**src/rtl/reg_file_sb.sv**
```systemverilog
// Register file with per-register pending (scoreboard) bits, write-back bypass
// and a registered population count of outstanding destinations.
module reg_file_sb #(
  parameter int NREG   = 32,
  parameter int DATA_W = 32,
  parameter int NRD    = 2,
  parameter int NWR    = 1,
  localparam int AW    = $clog2(NREG),
  localparam int CW    = $clog2(NREG + 1)
) (
  input  logic                          clk,
  input  logic                          rst,
  input  logic [NRD-1:0][AW-1:0]        rd_addr,
  output logic [NRD-1:0][DATA_W-1:0]    rd_data,
  output logic [NRD-1:0]                rd_ready,
  input  logic [NWR-1:0]                wr_en,
  input  logic [NWR-1:0][AW-1:0]        wr_addr,
  input  logic [NWR-1:0][DATA_W-1:0]    wr_data,
  input  logic                          iss_en,
  input  logic [AW-1:0]                 iss_addr,
  output logic [CW-1:0]                 pend_cnt,
  output logic                          any_pend
);

  logic [DATA_W-1:0] r_regs [NREG];
  logic [NREG-1:0]   r_pend;
  logic [CW-1:0]     r_pend_cnt;
  logic              r_any_pend;

  logic [NREG-1:0]   w_pend_nxt;
  logic [CW-1:0]     w_pend_cnt_nxt;
  logic [NRD-1:0]    w_hit;

  function automatic logic [CW-1:0] popcount(input logic [NREG-1:0] v);
    logic [CW-1:0] c;
    c = '0;
    for (int i = 0; i < NREG; i++) c = c + CW'(v[i]);
    return c;
  endfunction

  // Clear on write-back first, then set on issue, so a same-cycle issue wins.
  always_comb begin
    w_pend_nxt = r_pend;
    for (int w = 0; w < NWR; w++) begin
      if (wr_en[w] && (wr_addr[w] != '0)) w_pend_nxt[wr_addr[w]] = 1'b0;
    end
    if (iss_en && (iss_addr != '0)) w_pend_nxt[iss_addr] = 1'b1;
    w_pend_cnt_nxt = popcount(w_pend_nxt);
  end

  always_ff @(posedge clk or posedge rst) begin
    if (rst) begin
      for (int i = 0; i < NREG; i++) r_regs[i] <= '0;
      r_pend     <= '0;
      r_pend_cnt <= '0;
      r_any_pend <= 1'b0;
    end else begin
      // Later ports overwrite earlier ones, giving the higher index priority.
      for (int w = 0; w < NWR; w++) begin
        if (wr_en[w] && (wr_addr[w] != '0)) r_regs[wr_addr[w]] <= wr_data[w];
      end
      r_pend     <= w_pend_nxt;
      r_pend_cnt <= w_pend_cnt_nxt;
      r_any_pend <= (w_pend_cnt_nxt != '0);
    end
  end

  always_comb begin
    w_hit = '0;
    for (int p = 0; p < NRD; p++) begin
      rd_data[p]  = r_regs[rd_addr[p]];
      rd_ready[p] = ~r_pend[rd_addr[p]];
      for (int w = 0; w < NWR; w++) begin
        if (!rst && wr_en[w] && (wr_addr[w] == rd_addr[p])) begin
          rd_data[p] = wr_data[w];
          w_hit[p]   = 1'b1;
        end
      end
      if (w_hit[p]) rd_ready[p] = ~(iss_en && (iss_addr == rd_addr[p]));
      if (rd_addr[p] == '0) begin
        rd_data[p]  = '0;
        rd_ready[p] = 1'b1;
      end
    end
  end

  assign pend_cnt = r_pend_cnt;
  assign any_pend = r_any_pend;

endmodule

```
**config.mk**
```make
export PLATFORM = sky130hd
export DESIGN_NAME = reg_file_sb
export DESIGN_NICKNAME = d
export VERILOG_FILES = /design/src/rtl/reg_file_sb.sv
export SDC_FILE = /design/constraint.sdc
export NUM_CORES = 2
export LEC_CHECK = 0
export CORE_ASPECT_RATIO = 0.9
export CORE_MARGIN = 3
export CORE_UTILIZATION = 50
export CTS_BUF_LIST = sky130_fd_sc_hd__clkbuf_16
export CTS_CLUSTER_DIAMETER = 200
export DETAILED_ROUTE_END_ITERATION = 12
export HOLD_SLACK_MARGIN = 0.1
export PLACE_DENSITY = 0.66
export RECOVER_POWER = 50
export SLEW_MARGIN = 20
export SYNTH_ARGS = -nofsm -noshare
export SYNTH_HDL_FRONTEND = slang
export SYNTH_SLANG_ARGS = --single-unit
```
**constraint.sdc**
```tcl
create_clock -name clk -period 51.1 [get_ports clk]
set_clock_uncertainty 0.15 [all_clocks]
set_input_delay 7.665 -clock clk [delete_from_list [all_inputs] [get_ports clk]]
set_output_delay 7.665 -clock clk [all_outputs]
set_load 0.05 [all_outputs]
```
==> summary.txt <==
Run status
  – Status: complete, but fails checks
  – Failing checks: capacitance limit, slew limit

Route
  – Remaining antenna violation count after routing: 0
  – Starting DRC count in detailed routing: 3,871
  – Drc violations: 0
  – Total number of vias: 36,747
  – DRT Wirelength: 178.0 mm
  – Detail-routed via count per cell: 6.762
  – Drt pass-1 iters: 7
  – Post-DR wirelength/cell: 32.76 um

STA
  – Slew HR: -2.991
  – Crit share post-route: 0.3916
  – Worst Tran Pin Value: 5.953 ns
  – Setup repair after global routing missed its margin: false
  – Final setup violation count: 0
  – Final-report max-slew violation count: 1,136
  – Final critical path time including I/O delays and setup: 20.01 ns
  – Final count of hold timing violations: 0
  – FMAX: 49.97 MHz
  – Post-route setup TNS: 0 ns

Placement
  – Weighted congestion reported at the end of routability-driven placement: 0.8366
  – Detail Placement HPWL: 95.87 mm
  – Placement Cell Area: 60,490 um2
  – Placed insts: 5,216
  – Count of buffers from port buffering: 128

Synthesis
  – Post-synthesis cell count: 3,862
  – Count leader, synth: sky130_fd_sc_hd__dfrtp_1
  – Yosys Warn Count: 0
  – Leading register cell type out of synthesis: sky130_fd_sc_hd__dfrtp_1
  – Post-synthesis cell area: 58,180 um2
  – List of most frequent post-synthesis cells: sky130_fd_sc_hd__dfrtp_1, sky130_fd_sc_hd__mux2_2, sky130_fd_sc_hd__mux4_2, sky130_fd_sc_hd__clkbuf_1, sky130_fd_sc_hd__mux2i_1
  – Number of flops mapped to enable cells by yosys: 0
  – Sequential fraction of the synthesis area: 0.4572
  – Nets in the synthesized netlist: 3,949
  – Post-synthesis cell type count: 63
  – Mean Syn Cell Area: 15.07 um2
  – Area share of the leading cell type in the synthesized netlist: 0.4572
  – Share of flip-flops with an asynchronous set or reset: 1.000
  – Flip-flop and latch count after synthesis: 1,063
  – Library cell occupying the most area in the post-synthesis netlist: sky130_fd_sc_hd__dfrtp_1
  – Top cells by area, synth: sky130_fd_sc_hd__dfrtp_1, sky130_fd_sc_hd__mux4_2, sky130_fd_sc_hd__mux2_2

Cells and area
  – Share of final-layout standard cells stronger than drive strength 1: 0.4711
  – Final std cell area, no fill: 63,980 um2
  – Count of placed standard cells in the final layout, fillers left out: 5,434
  – Synth-to-layout area growth: 9.956%
  – Post-layout net count: 3,861

GRT
  – Global Route Usage Sum: 0.2996
  – Maximum number of pins on one net before global-route repair: 126
  – Vias in the first global route: 37,482
  – Number of antenna violations at the first check in global routing: 9
  – Total congestion overflow after global routing: 0
  – First-pass GRT wire length: 262.7 mm

Power
  – Relative contribution of the clock network to total power: 0.292
  – Fraction of power consumed by sequential logic: 0.402
  – Relative contribution of combinational cells to total power: 0.306
  – Ratio of total power to cell area: 43.89 nW/um2
  – Post-route total power: 2808 uW
  – Switching power of the nets: 868.9 uW
  – Cell internal power dissipation: 1939 uW
  – Total leakage power: 0.02763 uW
  – Switching fraction of total power: 0.3095
  – VDD IR-drop max: 0.09500 mV

Clocking
  – CTS HTree Levels: 3
  – Clk pin slew, worst setup/hold paths: 0.06 ns
  – Clock Tree Buf Depth: 3
  – Library cell used as clock root buffer: sky130_fd_sc_hd__clkbuf_16
  – Total clock sinks: 1,063
  – Clock buffer count from CTS: 115
  – Worst-skew pair later-pin latency: 0.71 ns
  – Clock tree from TritonCTS: yes
  – Postcts setup bufs: 0
  – Cts hold-fix bufs: 0
  – Post-cts sizing count: 0

Hold path
  – Worst Hold Class: reg2reg

Worst setup path
  – Family with the most delay on the worst path: buffers and inverters
  – Endpoint class of the critical path: output pin
  – Crit path buffers/inverters: 4
  – Startpoint type of the worst setup path: primary input
  – Cell mode on critical path: sky130_fd_sc_hd__buf_4
  – Data arrival at the endpoint of the critical path: 12.20 ns
  – Top fanout value on the critical path: 71
  – Max stage delay cell, worst path: sky130_fd_sc_hd__clkdlybuf4s50_1
  – Crit path required time: 43.28 ns
  – Classification of the worst setup path: in2out
  – Largest stage delay on the critical path: 0.85 ns
  – Cell-by-cell listing of the critical path: buf_8, buf_4, xnor2_1, nand2_1, or3_1, nor2_4, buf_4, a221o_1, clkdlybuf4s50_1

Die
  – Overall die area: 120,500 um2
  – Starting utilization of the core area: 0.5046
  – Horiz. Die Dim: 365.6 um
  – Standard cell core area: 115,300 um2
  – Vert. Die Dim: 329.6 um
  – Number of cell rows: 118
  – Top Ports: 129

Job
  – Max-capacitance violation count: 30
[cell families (layout without fill, tap and decap cells)]
kind of cell,after synthesis,in the layout,synth area share
AND/OR/NAND/NOR,197,197,0.01763
adder cells (fa/ha/maj),31,31,0.009763
XOR/XNOR,23,23,0.003462
other,0,4,0
buffers and inverters,492,500,0.03828
AO/OA/AOI/OAI,316,316,0.03946
multiplexers,1740,1740,0.4342
flip-flops,1063,1063,0.4572
[layout by cell type, fill, tap and decap left out, types with 8 or more instances in the layout]
master	netlist	final
sky130_fd_sc_hd__a211oi_1	40	40
sky130_fd_sc_hd__a21oi_1	52	52
sky130_fd_sc_hd__a221o_1	38	38
sky130_fd_sc_hd__a221oi_1	36	36
sky130_fd_sc_hd__a22o_1	17	17
sky130_fd_sc_hd__a22oi_1	18	18
sky130_fd_sc_hd__buf_4	31	88
sky130_fd_sc_hd__bufinv_16	0	12
sky130_fd_sc_hd__clkbuf_1	239	17
sky130_fd_sc_hd__clkbuf_16	0	116
sky130_fd_sc_hd__clkdlybuf4s50_1	0	104
sky130_fd_sc_hd__clkinv_1	2	37
sky130_fd_sc_hd__clkinv_2	0	16
sky130_fd_sc_hd__dfrtp_1	1063	1063
sky130_fd_sc_hd__dlygate4sd3_1	0	12
sky130_fd_sc_hd__fa_1	24	24
sky130_fd_sc_hd__inv_1	48	70
sky130_fd_sc_hd__mux2_2	1003	1003
sky130_fd_sc_hd__mux2i_1	210	210
sky130_fd_sc_hd__mux4_2	527	527
sky130_fd_sc_hd__nand2_1	48	41
sky130_fd_sc_hd__nand3_1	18	16
sky130_fd_sc_hd__nand3b_1	8	8
sky130_fd_sc_hd__nor2_1	36	31
sky130_fd_sc_hd__nor2b_1	40	37
sky130_fd_sc_hd__o21ai_0	53	53
sky130_fd_sc_hd__o22ai_1	18	18
sky130_fd_sc_hd__xnor2_1	14	14
sky130_fd_sc_hd__xor2_1	9	9
[registers in the layout (all words and copies together) (netlist names)]
signal,flops
r_regs,1024
r_pend,32
pend_cnt,6
any_pend,1
[through the flow]
step	setup WS, ns	util	hold slack (ns)
after detailed placement	31.12	0.5246	0.2323
after floorplan	13.36	-	0.2913
after CTS	31.13	0.5563	0.2467
after global routing	30.94	0.5548	0.2566
final	31.09	0.5548	0.2423
after global placement	31.13	0.5246	0.2276
[area by class of cell]
cell class	instances	area (um2)
Multi-Input combinational cell	2307	29490
Fill cell	9320	51330
Inverter	52	201.4
Antenna cell	4	10.01
Clock inverter	97	750.7
Sequential cell	1063	26600
Timing Repair Buffer	235	2067
Tap cell	1560	1952
Clock buffer	116	2903
[path summary, 6_finish.rpt]
path	from	slack, ns	cells after the start	end
max	rd_addr[5]	31.09	9	rd_data[56]
min in group asynchronous	rst	9.32	2	r_regs[102]
max in group asynchronous	rst	34.19	4	r_regs[470]
min reg2reg	r_regs[1009]	0.24	0	r_regs[1009]
min	r_regs[1009]	0.24	0	r_regs[1009]
max reg2reg	r_pend[27]	45.16	20	any_pend
[power groups by stage]
stage | sequential (uW) | combinational, uW | clock (uW)
floorplan | 1110 | 683 | 0
global placement | 1130 | 845 | 0
detailed placement | 1140 | 866 | 0
CTS | 1120 | 868 | 834
global route | 1150 | 944 | 868
finish | 1130 | 859 | 820
[layer usage]
metal,GRT usage,up-vias,part of all wire
met5,0,-,0.000073
met4,0.1103,2,0.039
met3,0.05991,362,0.082
met2,0.4646,1585,0.47
met1,0.4229,20029,0.41
li1,-,14769,-
Power figures use the tool's default switching activity.
